**config.mk**
```make
export PLATFORM = sky130hd
export DESIGN_NAME = nand_inertial_delay
export DESIGN_NICKNAME = d
export VERILOG_FILES = /design/src/rtl/nand_inertial_delay.sv
export SDC_FILE = /design/constraint.sdc
export NUM_CORES = 1
export LEC_CHECK = 0
export CORE_MARGIN = 2
export CORE_UTILIZATION = 50
export CTS_CLUSTER_DIAMETER = 50
export DETAILED_ROUTE_END_ITERATION = 7
export HOLD_SLACK_MARGIN = 0.1
export PLACE_DENSITY = 0.68
export SETUP_SLACK_MARGIN = 0.1
export SLEW_MARGIN = 15
export SYNTH_ARGS = -nofsm -noshare
export SYNTH_HDL_FRONTEND = slang
export SYNTH_SLANG_ARGS = --single-unit
```
**constraint.sdc**
```tcl
create_clock -name clk -period 4.3 [get_ports clk]
set_clock_uncertainty 0.05 [all_clocks]
set_input_delay 0.86 -clock clk [delete_from_list [all_inputs] [get_ports clk]]
set_output_delay 0.86 -clock clk [all_outputs]
set_load 0.05 [all_outputs]
```
**src/rtl/nand_inertial_delay.sv**
```systemverilog
// Bank of clocked multi-input NAND gates with programmable rise/fall delays and
// inertial filtering. A pulse shorter than the effective delay never reaches
// the output. Optional sense mode restarts a pending delay on any input change.
module nand_inertial_delay #(
  parameter int unsigned CHANNELS = 4,
  parameter int unsigned INPUTS   = 2,
  parameter int unsigned CNT_W    = 6
) (
  input  logic                         clk,
  input  logic                         rst,
  input  logic                         sense_en,
  input  logic [CNT_W-1:0]             rise_dly,
  input  logic [CNT_W-1:0]             fall_dly,
  input  logic [CHANNELS*INPUTS-1:0]   in_bus,
  output logic [CHANNELS-1:0]          out,
  output logic [CHANNELS-1:0]          busy,
  output logic [CHANNELS-1:0]          reject_pulse
);

  localparam logic [CNT_W-1:0] CntOne = CNT_W'(1);

  // Per-channel decision taken at each edge, highest priority first.
  typedef enum logic [2:0] {
    ActHold,
    ActCancel,
    ActStart,
    ActRestart,
    ActCommit,
    ActCount
  } act_e;

  // Counter reload value: effective delay minus one, with a zero delay treated as one.
  function automatic logic [CNT_W-1:0] dly_m1(input logic [CNT_W-1:0] v);
    return (v == '0) ? '0 : v - CntOne;
  endfunction

  for (genvar c = 0; c < CHANNELS; c++) begin : g_ch
    logic [INPUTS-1:0] in_c;
    logic [INPUTS-1:0] in_prev_q, in_prev_d;
    logic              tgt;
    logic              out_q, out_d;
    logic              pend_q, pend_d;
    logic              pend_val_q, pend_val_d;
    logic              rej_q, rej_d;
    logic [CNT_W-1:0]  cnt_q, cnt_d;
    act_e              act;

    assign in_c = in_bus[c*INPUTS +: INPUTS];
    assign tgt  = ~&in_c;

    // Pick the single action for this edge in priority order.
    always_comb begin
      act = ActHold;
      if (pend_q && (tgt == out_q)) begin
        act = ActCancel;
      end else if (!pend_q && (tgt != out_q)) begin
        act = ActStart;
      end else if (pend_q && sense_en && (in_c != in_prev_q)) begin
        act = ActRestart;
      end else if (pend_q && (cnt_q == '0)) begin
        act = ActCommit;
      end else if (pend_q) begin
        act = ActCount;
      end
    end

    // Next-state for the channel registers given the chosen action.
    always_comb begin
      out_d      = out_q;
      pend_d     = pend_q;
      pend_val_d = pend_val_q;
      cnt_d      = cnt_q;
      rej_d      = 1'b0;
      in_prev_d  = in_c;
      unique case (act)
        ActCancel: begin
          pend_d = 1'b0;
          rej_d  = 1'b1;
        end
        ActStart: begin
          // The delay is captured into the counter here, so later edits to
          // rise_dly/fall_dly cannot move this commit.
          pend_d     = 1'b1;
          pend_val_d = tgt;
          cnt_d      = tgt ? dly_m1(rise_dly) : dly_m1(fall_dly);
        end
        ActRestart: begin
          cnt_d = pend_val_q ? dly_m1(rise_dly) : dly_m1(fall_dly);
        end
        ActCommit: begin
          out_d  = pend_val_q;
          pend_d = 1'b0;
        end
        ActCount: begin
          cnt_d = cnt_q - CntOne;
        end
        default: ;
      endcase
    end

    // Channel state; reset drops any pending transition and forces the output high.
    always_ff @(posedge clk or posedge rst) begin
      if (rst) begin
        out_q      <= 1'b1;
        pend_q     <= 1'b0;
        pend_val_q <= 1'b1;
        cnt_q      <= '0;
        rej_q      <= 1'b0;
        in_prev_q  <= '0;
      end else begin
        out_q      <= out_d;
        pend_q     <= pend_d;
        pend_val_q <= pend_val_d;
        cnt_q      <= cnt_d;
        rej_q      <= rej_d;
        in_prev_q  <= in_prev_d;
      end
    end

    assign out[c]          = out_q;
    assign busy[c]         = pend_q;
    assign reject_pulse[c] = rej_q;
  end

endmodule
```
==> impl_results.md <==
* Worst Path Max Fanout at 8
* WHS Endpoint: g_ch[1].cnt_q[2]
* Antenna violations before repair at 0
* Worst skew pair latency at 300 ps
* Finished Layout Cells at 539
* Area grow syn2layout at 11.7%
* Part of the Yosys area used for sequential elements at 33.5%
* Overall power at 2490 uW
* Slew Viols, Final at 0
* GRT Util Overall at 23.7%
* DPL Wire Length at roughly 6.4 mm
* LEAKAGE at 0.00164 uW
* Setup Buffers After CTS at 0
* Total core area at ~7000 um^2
* Final period util at 69.3%
* Maximum VDD drop at 0.310 mV
* CTS sink count at 48
* Cells after DPL at 531
* Flip-flop and latch area at 1210 um^2
* WP data required at 4480 ps
* Min-delay worst type: reg2reg
* Port bufs at 34
* Io pins at 35
* Reg2Reg Setup Slack at about 2000 ps
* Multi-input logic area at 2150 um^2
* Ys flop type: dfrtp_1
* Worst-Margin Slew at just over 1000 ps
* Syn Area/Cell at 8.50 um^2
* Fillcell total at 637
* Vias at 3251
* CTS clk-pin slew, worst paths at around 90 ps
* CTS max path bufs at 2
* Synth area leader: dfrtp_1
* Drt first pass iters at 5
* TritonCTS buffer count at 5
* Placer Congestion at 0.890
* Most common cell in the netlist: nor2_1
* RSZ-0062 raised after global routing: no
* Post-synth EDFFs at 0
* Critical path class: in2reg
* Iteration-0 DRC Markers at 167
* Max frequency at 335 MHz
* Final WL at 8.78 mm
* Worst r2r src: g_ch[1].cnt_q[0]
* Crit path DAT at 3160 ps
* Worst Slack Setup Final at 1320 ps
* H-Tree Depth at 2
* Final Hold Fails at 0
* Root buffer cell: clkbuf_8
* Detail Route Antenna Nets at 0
* Syn. warnings at 0
* Synth top cells by count: nor2_1 (42), dfrtp_1 (40), a21oi_1 (37)
* Seq cells post-synth at 48
* Row Count at 30
* Starting Density at 52.3%
* Die Height at about 90 um
* Cells after Synth at 425
* Slew HR at 31.8%
* Worst r2r dst: g_ch[1].cnt_q[0]
* Width of the chip at 89.0 um
* Top-area cell type share of the netlist area at between 20% and 30%
* Post-Syn Area at about 3600 um^2
* Worst Reg-to-Reg Cells at 8
* Hold path cells at 1
* Min-delay src: g_ch[1].cnt_q[2]
* Setup_tns at 0 ps
* Fin crit period at 2980 ps
* CP endpoint kind: flip-flop
* Vias in the first global route at 3016
* Routed wire length per instance at 16.3 um
* Post-Place Worst Slack at 996 ps
* P per Cell Area at roughly 620 nW/um^2
* Vias/cell at ~6.0
* Status: finished, final reports clean
* Netlist cell types at 69
* Final setup viols at 0
* PostCTS Resize Cnt at 0
* Net Count, Synth at 457
* Startpoint Class: input pin
* Max-cap violation count at 0
* First-pass GRT wire length at around 15 mm
* Remaining DRCs at 0
* Post-CTS Hold Fix Bufs at 0
* Grt ovf at 0
* CTS tree: built
* Post-synth ARST share at 100%
* Synth top area cells: dfrtp_1 (28%), dfstp_2 (5.8%), a21oi_1 (5.1%), nor2_1 (4.4%), o21ai_0 (4.0%)
* Diode count at 0
* Nets at 474
* Die area at 7920 um^2
* Layout cells sized above 1 at 8.58%
* Pin count of the biggest net entering global routing at between 40 and 50
[cells in the final DEF (no fill, tap or decap), types with 7 or more instances in the layout]
cell             synthesis  layout
xor2_1                   9       9
o22ai_1                 13      13
o211ai_1                 7       7
dfrtp_1                 40      40
a21oi_1                 37      37
o21ai_0                 29      29
nor3_1                  12      12
clkdlybuf4s50_1          0      34
dfstp_2                  8       8
mux2i_1                 10      10
ha_1                     9       9
a211oi_1                10      10
nand2_1                 29      29
inv_1                   28      27
nor2_1                  42      42
[cell type report]
type,instances,share of cell area [%]
Multi-Input combinational cell,325,53.3
Sequential cell,48,30.0
Timing Repair Buffer,34,8.43
Tap cell,96,2.98
Inverter,28,2.60
Clock buffer,6,1.80
Clock inverter,2,0.868
[layer usage]
metal | vias to the layer above | track usage (%) | wire length, um
met4 | 0 | 7.73 | 191
li1 | 1600 | - | -
met3 | 14 | 2.77 | 467
met5 | - | 0 | 0
met2 | 91 | 37.6 | 4120
met1 | 1546 | 34.1 | 4000
[where the power goes]
part	switching [uW]	internal (uW)
registers	230	653
logic	761	513
clock network	157	173
total	1150	1340
[sequential cells by signal, summed over array words and instances (netlist names)]
| register | count |
|---|---|
| g_ch.cnt_q | 24 |
| g_ch.in_prev_q | 8 |
| g_ch.pend_q | 4 |
| g_ch.rej_q | 4 |
| g_ch.out_q | 4 |
| g_ch.pend_val_q | 4 |
[worst max-delay path by stage]
stage	slack, ps	start	cells after the start	endpoint
after floorplan	1880	fall_dly[0]	7	g_ch[3].cnt_q[4]
after CTS	1320	rise_dly[0]	9	g_ch[0].cnt_q[2]
after detailed placement	1000	rise_dly[0]	9	g_ch[0].cnt_q[2]
after global routing	1150	rise_dly[0]	9	g_ch[0].cnt_q[2]
final	1320	rise_dly[0]	8	g_ch[2].cnt_q[0]
after global placement	1120	rise_dly[0]	8	g_ch[1].cnt_q[4]
[through the flow]
step / hold slack [ps] / cell area (um^2) / util [%]
after floorplan: 431 / 3610 / -
after global placement: 466 / 3930 / 56.9
after detailed placement: 468 / 3930 / 56.9
after CTS: 497 / 4040 / 58.4
after global routing: 525 / 4040 / 58.4
final: 497 / 4040 / 58.4
[cell families after synthesis]
kind of cell	share of synthesized area [%]
multiplexers	4.50
adder cells (fa/ha/maj)	3.12
AND/OR/NAND/NOR	19.4
flip-flops	33.5
buffers and inverters	6.89
XOR/XNOR	3.81
AO/OA/AOI/OAI	28.8
[critical path, stage by stage]
cell and delay [ps]:
clkdlybuf4s50_1 520, inv_1 80, ha_1 220, nor3b_2 190, a21oi_1 700, a21oi_1 150
o31ai_1 250, a2bb2oi_1 180
(Power assumes the default switching activity.)
